`config.mk`:
```
export PLATFORM = sky130hd
export DESIGN_NAME = mpi_rx_credit_buffer
export DESIGN_NICKNAME = d
export VERILOG_FILES = /design/src/rtl/mpi_rx_credit_buffer.sv
export SDC_FILE = /design/constraint.sdc
export NUM_CORES = 1
export LEC_CHECK = 0
export BUFFER_PORTS_ARGS = -buffer_cell sky130_fd_sc_hd__buf_2
export CAP_MARGIN = 20
export CELL_PAD_IN_SITES_DETAIL_PLACEMENT = 0
export CELL_PAD_IN_SITES_GLOBAL_PLACEMENT = 1
export CORE_MARGIN = 10
export CORE_UTILIZATION = 45
export CTS_CLUSTER_DIAMETER = 80
export DETAILED_ROUTE_END_ITERATION = 8
export GPL_TIMING_DRIVEN = 1
export PLACE_DENSITY_LB_ADDON = 0.1
export SLEW_MARGIN = 20
export SYNTH_ARGS = -nofsm -noshare
export SYNTH_HDL_FRONTEND = slang
export SYNTH_SLANG_ARGS = --single-unit
```
`constraint.sdc`:
```
create_clock -name clk_i -period 7.72 [get_ports clk_i]
set_input_delay 2.316 -clock clk_i [delete_from_list [all_inputs] [get_ports clk_i]]
set_output_delay 2.316 -clock clk_i [all_outputs]
set_load 0.05 [all_outputs]
```
`src/rtl/mpi_rx_credit_buffer.sv`:
```
// mpi_rx_credit_buffer
// Credit-based receive FIFO sitting directly downstream of sender_mpi.
// Flits pushed on valid_i/data_i are buffered in a DEPTH-entry circular FIFO
// and presented to the local consumer over valid_o/ready_i. Every drained entry
// returns one registered yummy_o credit pulse to the sender, whose credit
// counter starts at DEPTH, so a well-behaved sender can never overrun us.
// A flit arriving into a full FIFO (no same-cycle dequeue) is dropped and
// latches the sticky overflow_o flag.

module mpi_rx_credit_buffer #(
    parameter int DATA_WIDTH = 64,
    parameter int DEPTH      = 4
) (
    input  logic                     clk_i,
    input  logic                     rst_i,
    input  logic                     valid_i,
    input  logic [DATA_WIDTH-1:0]    data_i,
    output logic                     yummy_o,
    output logic                     valid_o,
    output logic [DATA_WIDTH-1:0]    data_o,
    input  logic                     ready_i,
    output logic [$clog2(DEPTH):0]   count_o,
    output logic                     overflow_o
);

    localparam int PTR_W = $clog2(DEPTH);
    localparam int CNT_W = PTR_W + 1;
    localparam logic [CNT_W-1:0] FULL_COUNT = CNT_W'(DEPTH);

    // Registered state and next-state values
    logic [PTR_W-1:0]  wr_ptr_q, wr_ptr_d;
    logic [PTR_W-1:0]  rd_ptr_q, rd_ptr_d;
    logic [CNT_W-1:0]  count_q, count_d;
    logic              yummy_q, yummy_d;
    logic              overflow_q, overflow_d;

    // Storage, flattened so each entry is driven from its own generate scope
    logic [DEPTH-1:0][DATA_WIDTH-1:0] mem_flat;

    // Handshake decodes
    logic empty;
    logic full;
    logic enq;
    logic deq;
    logic drop;

    // Decide what happens this cycle: dequeue, enqueue and overflow drop.
    // A full FIFO still accepts a flit when the head leaves in the same cycle.
    always_comb begin
        empty = (count_q == '0);
        full  = (count_q == FULL_COUNT);
        deq   = !empty && ready_i;
        enq   = valid_i && (!full || deq);
        drop  = valid_i && full && !deq;
    end

    // Next-state for pointers, occupancy, credit pulse and sticky overflow.
    // Pointers wrap naturally because DEPTH is a power of two.
    always_comb begin
        wr_ptr_d   = wr_ptr_q;
        rd_ptr_d   = rd_ptr_q;
        count_d    = count_q;
        yummy_d    = deq;
        overflow_d = overflow_q | drop;

        if (enq) begin
            wr_ptr_d = wr_ptr_q + PTR_W'(1);
        end
        if (deq) begin
            rd_ptr_d = rd_ptr_q + PTR_W'(1);
        end

        unique case ({enq, deq})
            2'b10:   count_d = count_q + CNT_W'(1);
            2'b01:   count_d = count_q - CNT_W'(1);
            default: count_d = count_q;
        endcase
    end

    // Control state registers; reset discards buffered flits and pending credits
    always_ff @(posedge clk_i) begin
        if (rst_i) begin
            wr_ptr_q   <= '0;
            rd_ptr_q   <= '0;
            count_q    <= '0;
            yummy_q    <= 1'b0;
            overflow_q <= 1'b0;
        end else begin
            wr_ptr_q   <= wr_ptr_d;
            rd_ptr_q   <= rd_ptr_d;
            count_q    <= count_d;
            yummy_q    <= yummy_d;
            overflow_q <= overflow_d;
        end
    end

    // One register per FIFO entry; entries are cleared on reset so data_o
    // reads zero out of reset.
    generate
        for (genvar gi = 0; gi < DEPTH; gi++) begin : g_entry
            logic [DATA_WIDTH-1:0] entry_q;
            logic [DATA_WIDTH-1:0] entry_d;

            // Capture the incoming flit when this entry is the write target
            always_comb begin
                entry_d = entry_q;
                if (enq && (wr_ptr_q == PTR_W'(gi))) begin
                    entry_d = data_i;
                end
            end

            // Entry storage register
            always_ff @(posedge clk_i) begin
                if (rst_i) begin
                    entry_q <= '0;
                end else begin
                    entry_q <= entry_d;
                end
            end

            assign mem_flat[gi] = entry_q;
        end
    endgenerate

    // Outputs come straight from registered state; the head read is a mux,
    // so there is no same-cycle bypass from data_i to data_o.
    assign valid_o    = !empty;
    assign data_o     = mem_flat[rd_ptr_q];
    assign count_o    = count_q;
    assign yummy_o    = yummy_q;
    assign overflow_o = overflow_q;

endmodule

```
==> results.sh, run 1 <==
export IMPL_status="finished, final reports clean"
export IMPL_postCtsResizedCells=0
export IMPL_seqPwrFrac_pct=41.5
export IMPL_synth_net_count=1105
export IMPL_clock_skew_ns=0.00931
export IMPL_yosys_top_cells_area="dfxtp_1 (44%), mux2i_1 (21%), nand2b_1 (17%)"
export IMPL_chipWidth_um=184
export IMPL_post_dp_hpwl_mm=16.1
export IMPL_avgSynthCellArea_um2=11.7
export IMPL_arrival_ns=2.82
export IMPL_ir_drop_mv=0.196
export IMPL_maxSlewViolCount=0
export IMPL_coreArea_mm2=0.0263
export IMPL_cts_setup_buffers=0
export IMPL_num_vias=7549
export IMPL_crit_type="flop to primary output"
export IMPL_ys_ff_latch=265
export IMPL_synth_top_cell_by_area="dfxtp_1"
export IMPL_synthMuxAreaShare_pct=33.1
export IMPL_fin_crit_ns=5.14
export IMPL_rsz0062_at_grt="false"
export IMPL_synth_top_family_by_area="multiplexers"
export IMPL_tightest_slew_ns=0.946
export IMPL_stdcell_count=1485
export IMPL_synth_seq_area_share_pct=43.8
export IMPL_cp_endpoint="data_o[62]"
export IMPL_synth_cells=1031
export IMPL_num_rows=59
export IMPL_seq_area_mm2=0.00531
export IMPL_clkPwrFrac_pct=36.7
export IMPL_place_congestion=0.680
export IMPL_grt_pass1_wl_mm=43.5
export IMPL_yosysTopAreaCellShare_pct=43.8
export IMPL_wl_mm=26.7
export IMPL_ios=138
export IMPL_die_h_um=184
export IMPL_portBuffers=137
export IMPL_grt_max_degree=180
export IMPL_r2r_cells=4
export IMPL_period_share_pct=66.5
export IMPL_placed_cells=1430
export IMPL_p_per_area_mw_per_mm2=271
export IMPL_yosys_area_share_simple_pct=17.5
export IMPL_netlist_cell_type_count=28
export IMPL_hold_viol=0
export IMPL_startpoint="rd_ptr_q[1]"
export IMPL_relSlewSlack_pct=36.8
export IMPL_overflow=0
export IMPL_reg2reg_slack_ns=5.05
export IMPL_hold_ws_ns=0.469
export IMPL_finalSetupViolCount=0
export IMPL_synth_xor_area_share_pct=0.289
export IMPL_worstPathRequired_ns=5.40
export IMPL_syn2layout_area_growth_pct=13.9
export IMPL_antenna_cells=0
export IMPL_drc=0
export IMPL_clkSlewWorstSetupHoldPaths_ns=0.06
export IMPL_fmax_mhz=195
export IMPL_layout_drive_gt1_share_pct=22.7
export IMPL_syn_area_mm2=0.0121
export IMPL_num_nets_final=1201
export IMPL_firstDrtPassIters=4
export IMPL_fillers=2347
export IMPL_critical_path_startpoint_type="flop"
export IMPL_regToRegStartpoint="count_o[0]"
export IMPL_clk_latency_ns=0.55
export IMPL_setup_tns_final_ns=0
export IMPL_cp_end_kind="primary output"
export IMPL_cts_sinks=265
export IMPL_r2r_end="g_entry[3].entry_q[43]"
export IMPL_cts_hold_buf=0
export IMPL_p_switching_uw=1170
export IMPL_switching_share_pct=31.3
export IMPL_initial_core_util_pct=46.1
export IMPL_power_frac_comb_pct=21.8
export IMPL_clock_path_buffers=3
export IMPL_drtAntennaViolNets=0
export IMPL_p_leak_uw=0.00626
export IMPL_cts_tree="done"
export IMPL_intPower_uw=2570
export IMPL_crit_fanout=41
export IMPL_drt_initial_drc_count=339
export IMPL_antenna_found_initial=1
export IMPL_cts_made_buffers=30
export IMPL_yosysWarnings=0
export IMPL_cts_htree_levels=1
export IMPL_clock_root_buffer="clkbuf_16"
export IMPL_synthAdderAreaFrac_pct=0.682
export IMPL_final_common_cell="nand2b_1"
export IMPL_synth_compound_area_share_pct=0.506
export IMPL_max_cap_viol_count=0
export IMPL_routedWlPerCell_um=18.0
export IMPL_dieArea_mm2=0.0339
export IMPL_final_cell_mix="nand2b_1 (320), dfxtp_1 (263), mux2i_1 (256), buf_2 (136), mux4_2 (64)"
export IMPL_multi_input_area_mm2=0.00633
export IMPL_vias_per_cell=5.08
export IMPL_grt_pass1_vias=8076
export IMPL_track_usage_pct=15.6
export IMPL_hold_class="flop to flop"
==> power by group through the flow <==
stage / Sequential [µW] / Combinational [µW] / Clock (µW)
finish: 1550 / 815 / 1370
global placement: 1590 / 821 / 0
detailed placement: 1580 / 825 / 0
CTS: 1560 / 828 / 1420
global route: 1570 / 866 / 1460
floorplan: 1540 / 677 / 0
==> metal layers <==
metal / global-route usage, % / part of all wire, % / routed length (µm)
met1: 20.2 / 46 / 12300
met2: 26.0 / 48 / 12700
met3: 3.46 / 4.3 / 1150
met4: 3.70 / 2.0 / 534
met5: 0 / 0.067 / 18
==> worst min-delay path by stage <==
stage	from	to	slack, ns	cells after the start
finish	g_entry[0].entry_q[21]	g_entry[0].entry_q[21]	0.47	2
global route	g_entry[0].entry_q[10]	g_entry[0].entry_q[10]	0.49	2
CTS	g_entry[1].entry_q[43]	g_entry[1].entry_q[43]	0.47	2
detailed placement	g_entry[1].entry_q[25]	g_entry[1].entry_q[25]	0.46	2
global placement	g_entry[1].entry_q[42]	g_entry[1].entry_q[42]	0.45	2
floorplan	g_entry[1].entry_q[22]	g_entry[1].entry_q[22]	0.45	2
==> per-stage QoR <==
| stage | area, µm² | setup WS, ns | total power [µW] | utilization (%) |
|---|---|---|---|---|
| CTS | 13800 | 2.49 | 3800 | 52.5 |
| floorplan | 12100 | 3.50 | 2210 | - |
| detailed placement | 12800 | 3.02 | 2410 | 48.9 |
| finish | 13800 | 2.58 | 3740 | 52.5 |
| global placement | 12800 | 3.07 | 2410 | 48.9 |
| global route | 13800 | 2.38 | 3900 | 52.5 |
==> critical path, cell delays in order, from the launching register on <==
cell and delay, ns:
dfxtp_4 0.94, buf_4 0.52, mux4_2 0.57, buf_2 0.23
==> logic make-up (layout without fill, tap and decap cells) <==
| kind of cell | count (synthesis) | in the layout |
|---|---|---|
| and+or+nand+nor | 340 | 340 |
| adders and majority gates | 6 | 6 |
| buffers and inverters | 86 | 205 |
| muxes | 320 | 320 |
| AOI/OAI and AO/OA | 10 | 10 |
| DFF | 265 | 265 |
| xor gates and xnor gates | 4 | 4 |
==> Yosys cell counts, drive strengths merged <==
cell type and instances:
nand2b 320, dfxtp 265, mux2i 256, mux4 64
clkbuf 44, buf 36, nor2 7, inv 6
nand3 6, a21oi 5, ha 5, xor2 4
a21o 2, and3 2, or3 2, fa 1
nand2 1, nor4b 1, o21ai 1, o311ai 1
o31ai 1, or4b 1
==> area by class of cell <==
cell class / count / share of cell area [%]
clock buffers: 47 / 6.42
clock inverters: 8 / 0.472
inverters: 6 / 0.163
multi-input cells: 680 / 45.9
flip-flops and latches: 265 / 38.5
well taps: 335 / 3.04
repair buffers: 144 / 5.49
==> flip-flops by register name, summed over array words and instances, names as in the netlist <==
signal,flops
yummy_o,1
overflow_o,1
rd_ptr_q,2
wr_ptr_q,2
g_entry.entry_q,256
count_o,3
(Power assumes the default switching activity.)
==> run 2, diff against run 1 <==
==> constraint.sdc (replaced) <==
create_clock -name clk_i -period 4.9 [get_ports clk_i]
set_input_delay 1.47 -clock clk_i [delete_from_list [all_inputs] [get_ports clk_i]]
set_output_delay 1.47 -clock clk_i [all_outputs]
set_load 0.05 [all_outputs]
==> run 2 against run 1 <==
Effect of this change:
- clock skew up 0.0052 ns
- final area up 1.6%
- global-route usage about the same
- register-to-register slack worse by 2.6 ns
- combinational power up 62%
- setup slack worse by 1.6 ns
- final cell count up 0.61%
- core utilization up 0.85 points
- sequential power up 57%
- sequential share of layout area down 0.62 points
- die area unchanged
- sequential cell count unchanged
- largest power group unchanged
- highest routed layer unchanged
==> results.sh, run 2 (synthesized netlist as in run 1, its figures left out) <==
export IMPL_cts_hold_buf=0
export IMPL_hold_class="flop to flop"
export IMPL_syn2layout_area_growth_pct=15.8
export IMPL_p_leak_uw=0.00636
export IMPL_routedWlPerCell_um=17.9
export IMPL_initial_core_util_pct=46.1
export IMPL_antenna_found_initial=1
export IMPL_dieArea_mm2=0.0339
export IMPL_firstDrtPassIters=4
export IMPL_arrival_ns=2.42
export IMPL_wl_mm=26.7
export IMPL_multi_input_area_mm2=0.00633
export IMPL_period_share_pct=79.4
export IMPL_ios=138
export IMPL_post_dp_hpwl_mm=16.6
export IMPL_cts_tree="done"
export IMPL_worstPathRequired_ns=3.43
export IMPL_final_cell_mix="nand2b_1 (320), dfxtp_1 (263), mux2i_1 (256), buf_2 (136), mux4_2 (64)"
export IMPL_hold_viol=0
export IMPL_cts_made_buffers=30
export IMPL_cts_setup_buffers=0
export IMPL_largest_reg_flops=256
export IMPL_cts_sinks=265
export IMPL_antenna_cells=0
export IMPL_clkSlewWorstSetupHoldPaths_ns=0.06
export IMPL_overflow=0
export IMPL_num_vias=7591
export IMPL_seq_area_mm2=0.00531
export IMPL_vias_per_cell=5.08
export IMPL_chipWidth_um=184
export IMPL_num_nets_final=1209
export IMPL_postCtsResizedCells=0
export IMPL_drtAntennaViolNets=0
export IMPL_worst_slack_ns=1.01
export IMPL_crit_fanout=27
export IMPL_drt_initial_drc_count=386
export IMPL_cts_htree_levels=1
export IMPL_top_register="g_entry.entry_q"
export IMPL_setup_tns_final_ns=0
export IMPL_relSlewSlack_pct=36.5
export IMPL_coreArea_mm2=0.0263
export IMPL_maxSlewViolCount=0
export IMPL_layout_drive_gt1_share_pct=23.7
export IMPL_place_congestion=0.686
export IMPL_max_cap_viol_count=0
export IMPL_cp_end_kind="primary output"
export IMPL_critical_path_startpoint_type="flop"
export IMPL_place_ws_ns=1.30
export IMPL_clock_path_buffers=3
export IMPL_fillers=2361
export IMPL_tightest_slew_ns=0.951
export IMPL_portBuffers=137
export IMPL_p_per_area_mw_per_mm2=437
export IMPL_clock_root_buffer="clkbuf_16"
export IMPL_fin_crit_ns=3.89
export IMPL_ir_drop_mv=0.318
export IMPL_track_usage_pct=15.6
export IMPL_status="finished, final reports clean"
export IMPL_grt_pass1_vias=8176
export IMPL_fmax_mhz=257
export IMPL_clock_skew_ns=0.0145
export IMPL_final_common_cell="nand2b_1"
export IMPL_rsz0062_at_grt="false"
export IMPL_die_h_um=184
export IMPL_crit_type="flop to primary output"
export IMPL_clk_latency_ns=0.55
export IMPL_num_rows=59
export IMPL_drc=0
export IMPL_grt_max_degree=136
export IMPL_grt_pass1_wl_mm=43.6
export IMPL_finalSetupViolCount=0
-- run 2: per-layer routing --
layer | global-route usage (%) | up-vias | wire length (µm)
met1 | 20.5 | 3656 | 12600
met3 | 3.89 | 31 | 1480
met2 | 25.5 | 132 | 12300
li1 | - | 3770 | -
met5 | 0 | - | 12
met4 | 3.28 | 2 | 359
-- run 2: critical path: stages, from the launching register on --
cell	delay, ns
dfxtp_4	0.74
buf_4	0.34
mux4_2	0.56
buf_2	0.23
-- run 2: worst paths after layout --
check	startpoint	endpoint	slack (ns)	depth (start not counted)
worst max-delay path	rd_ptr_q[1]	data_o[61]	1.01	3
worst min-delay path	g_entry[1].entry_q[52]	g_entry[1].entry_q[52]	0.47	2
worst max register to register	count_o[0]	count_o[2]	2.45	8
worst min register to register	g_entry[1].entry_q[52]	g_entry[1].entry_q[52]	0.47	2
-- run 2: cell type report --
cell class	instances	share of cell area (%)
Clock buffer	41	6.09
Tap cell	335	2.99
Timing Repair Buffer	152	6.18
Clock inverter	15	1.51
Inverter	6	0.161
Multi-Input combinational cell	680	45.2
Sequential cell	265	37.9
-- run 2: through the flow --
stage	cells	hold WS, ns	util, %	total power (µW)	cell area [µm²]
2_1_floorplan	1031	0.445	-	3490	12100
5_1_grt	1494	0.482	53.3	6410	14000
6_report	1494	0.471	53.3	6130	14000
3_3_place_gp	1438	0.448	49.3	3820	13000
4_1_cts	1494	0.474	53.3	6230	14000
3_5_place_dp	1438	0.461	49.3	3830	13000
-- run 2: power breakdown --
part | leakage, µW | total (µW) | internal [µW] | switching, µW
registers | 0.00215 | 2430 | 2280 | 149
clock network | 0.000517 | 2370 | 1480 | 892
logic | 0.00369 | 1320 | 502 | 822
==> run 3, diff against run 2 <==
--- a/config.mk
+++ b/config.mk
@@ -10,7 +10,7 @@
 export CELL_PAD_IN_SITES_DETAIL_PLACEMENT = 0
 export CELL_PAD_IN_SITES_GLOBAL_PLACEMENT = 1
 export CORE_MARGIN = 10
-export CORE_UTILIZATION = 45
+export CORE_UTILIZATION = 43
 export CTS_CLUSTER_DIAMETER = 80
 export DETAILED_ROUTE_END_ITERATION = 8
 export GPL_TIMING_DRIVEN = 1
==> constraint.sdc (replaced) <==
create_clock -name clk_i -period 3.45 [get_ports clk_i]
set_input_delay 1.035 -clock clk_i [delete_from_list [all_inputs] [get_ports clk_i]]
set_output_delay 1.035 -clock clk_i [all_outputs]
set_load 0.05 [all_outputs]
==> run 3 against run 2 <==
Effect of this change:
- sequential cell count unchanged
- register-to-register slack got worse by 1.3 ns
- combinational power increased by 52%
- sequential power increased by 39%
- sequential share of layout area decreased by 0.34 points
==> results.sh, run 3 (synthesized netlist as in run 1, its figures left out) <==
export IMPL_max_cap_viol_count=0
export IMPL_ios=138
export IMPL_stdcell_count=1540
export IMPL_post_dp_hpwl_mm=17.1
export IMPL_clkSlewWorstSetupHoldPaths_ns=0.06
export IMPL_num_vias=7552
export IMPL_grt_pass1_wl_mm=44.7
export IMPL_routedWlPerCell_um=17.8
export IMPL_arrival_ns=2.22
export IMPL_num_nets_final=1216
export IMPL_ir_drop_mv=0.432
export IMPL_initial_core_util_pct=43.6
export IMPL_critical_path_max_stage_delay_ns=0.60
export IMPL_crit_fanout=20
export IMPL_cts_made_buffers=30
export IMPL_cts_setup_buffers=0
export IMPL_antenna_cells=0
export IMPL_clock_path_buffers=3
export IMPL_chipWidth_um=188
export IMPL_postCtsResizedCells=0
export IMPL_p_per_area_mw_per_mm2=598
export IMPL_startpoint="rd_ptr_q[1]"
export IMPL_hold_viol=0
export IMPL_portBuffers=137
export IMPL_vias_per_cell=4.90
export IMPL_coreArea_mm2=0.0278
export IMPL_crit_chain="buf_12 -> mux4_2 -> buf_2"
export IMPL_clock_skew_ns=0.00646
export IMPL_r2r_cells=8
export IMPL_fillers=2582
export IMPL_p_leak_uw=0.00639
export IMPL_die_h_um=188
export IMPL_grt_max_degree=87
export IMPL_fin_crit_ns=3.25
export IMPL_layout_drive_gt1_share_pct=23.6
export IMPL_reg2reg_slack_ns=1.11
export IMPL_design_area_mm2=0.0141
export IMPL_hold_class="flop to flop"
export IMPL_placed_cells=1488
export IMPL_place_congestion=0.676
export IMPL_top_register="g_entry.entry_q"
export IMPL_num_rows=61
export IMPL_finalSetupViolCount=0
export IMPL_relSlewSlack_pct=61.8
export IMPL_track_usage_pct=15.2
export IMPL_slowest_stage="dfxtp_4"
export IMPL_drt_initial_drc_count=329
export IMPL_critical_path_startpoint_type="flop"
export IMPL_cp_end_kind="primary output"
export IMPL_setup_tns_final_ns=0
export IMPL_largest_reg_flops=256
export IMPL_cts_tree="done"
export IMPL_regToRegStartpoint="count_o[2]"
export IMPL_cts_htree_levels=1
export IMPL_period_share_pct=94.3
export IMPL_wl_mm=27.4
export IMPL_firstDrtPassIters=4
export IMPL_final_cell_mix="nand2b_1 (320), dfxtp_1 (263), mux2i_1 (256), buf_2 (136), mux4_2 (64)"
export IMPL_antenna_found_initial=0
export IMPL_cts_sinks=265
export IMPL_syn2layout_area_growth_pct=16.8
export IMPL_placed_cell_area_mm2=0.0132
export IMPL_status="finished, final reports clean"
export IMPL_cts_hold_buf=0
export IMPL_final_common_cell="nand2b_1"
export IMPL_maxSlewViolCount=0
export IMPL_r2r_end="count_o[2]"
export IMPL_drtAntennaViolNets=0
export IMPL_overflow=0
export IMPL_clock_root_buffer="clkbuf_16"
export IMPL_cp_endpoint="data_o[43]"
export IMPL_fmax_mhz=308
export IMPL_utilization_pct=50.9
export IMPL_dieArea_mm2=0.0353
export IMPL_rsz0062_at_grt="false"
export IMPL_grt_pass1_vias=8063
export IMPL_tightest_slew_ns=0.573
export IMPL_seq_area_mm2=0.00531
export IMPL_drc=0
export IMPL_multi_input_area_mm2=0.00634
export IMPL_clk_latency_ns=0.55
export IMPL_worstPathRequired_ns=2.41
export IMPL_crit_type="flop to primary output"
==> run 3: cell count changes in the layout (fill, tap and decap cells not counted), sizes merged <==
cell      change
bufinv        -5
clkbuf       +11
clkinvlp      -3
buf           +7
clkinv        -7
==> run 3: critical path, delay by kind of cell, from the launching register on <==
family	cells	cell delay [ns]
flops	1	0.60
mux	1	0.55
buf+inv	2	0.50
==> run 3: area by class of cell <==
cell class	instances	share of cell area (%)
multi-input combinational	680	44.8
sequential	265	37.6
timing repair buffer	159	7.30
clock buffer	52	6.82
tap	378	3.34
inverter	6	0.159
==> run 3: power by group <==
group          switching, µW  internal, µW
registers                131          3240
clock network           1220          1870
logic                   1250           745
==> run 3: how the worst min path moves through the flow <==
stage / start / endpoint / slack, ns / cells after the start
after global placement: overflow_o / overflow_o / 0.45 / 2
final: g_entry[1].entry_q[40] / g_entry[1].entry_q[40] / 0.47 / 2
after global routing: g_entry[1].entry_q[39] / g_entry[1].entry_q[39] / 0.47 / 2
after detailed placement: g_entry[0].entry_q[14] / g_entry[0].entry_q[14] / 0.46 / 2
after floorplan: g_entry[1].entry_q[22] / g_entry[1].entry_q[22] / 0.45 / 2
after CTS: g_entry[1].entry_q[39] / g_entry[1].entry_q[39] / 0.47 / 2
==> run 3: metal layers <==
layer	vias to the layer above	part of all wire (%)	global-route usage [%]
li1	3779	-	-
met1	3625	47	19.5
met2	108	47	25.7
met3	40	4.0	3.32
met4	0	1.8	3.23
met5	-	0	0
==> run 3: per-stage QoR <==
| step | worst slack, ns | hold slack, ns | total power, µW |
|---|---|---|---|
| 3_3_place_gp | 0.452 | 0.451 | 5470 |
| 3_5_place_dp | 0.458 | 0.460 | 5480 |
| 5_1_grt | 0.0836 | 0.475 | 8840 |
| 2_1_floorplan | 0.513 | 0.445 | 4950 |
| 6_report | 0.198 | 0.467 | 8460 |
| 4_1_cts | 0.114 | 0.470 | 8600 |
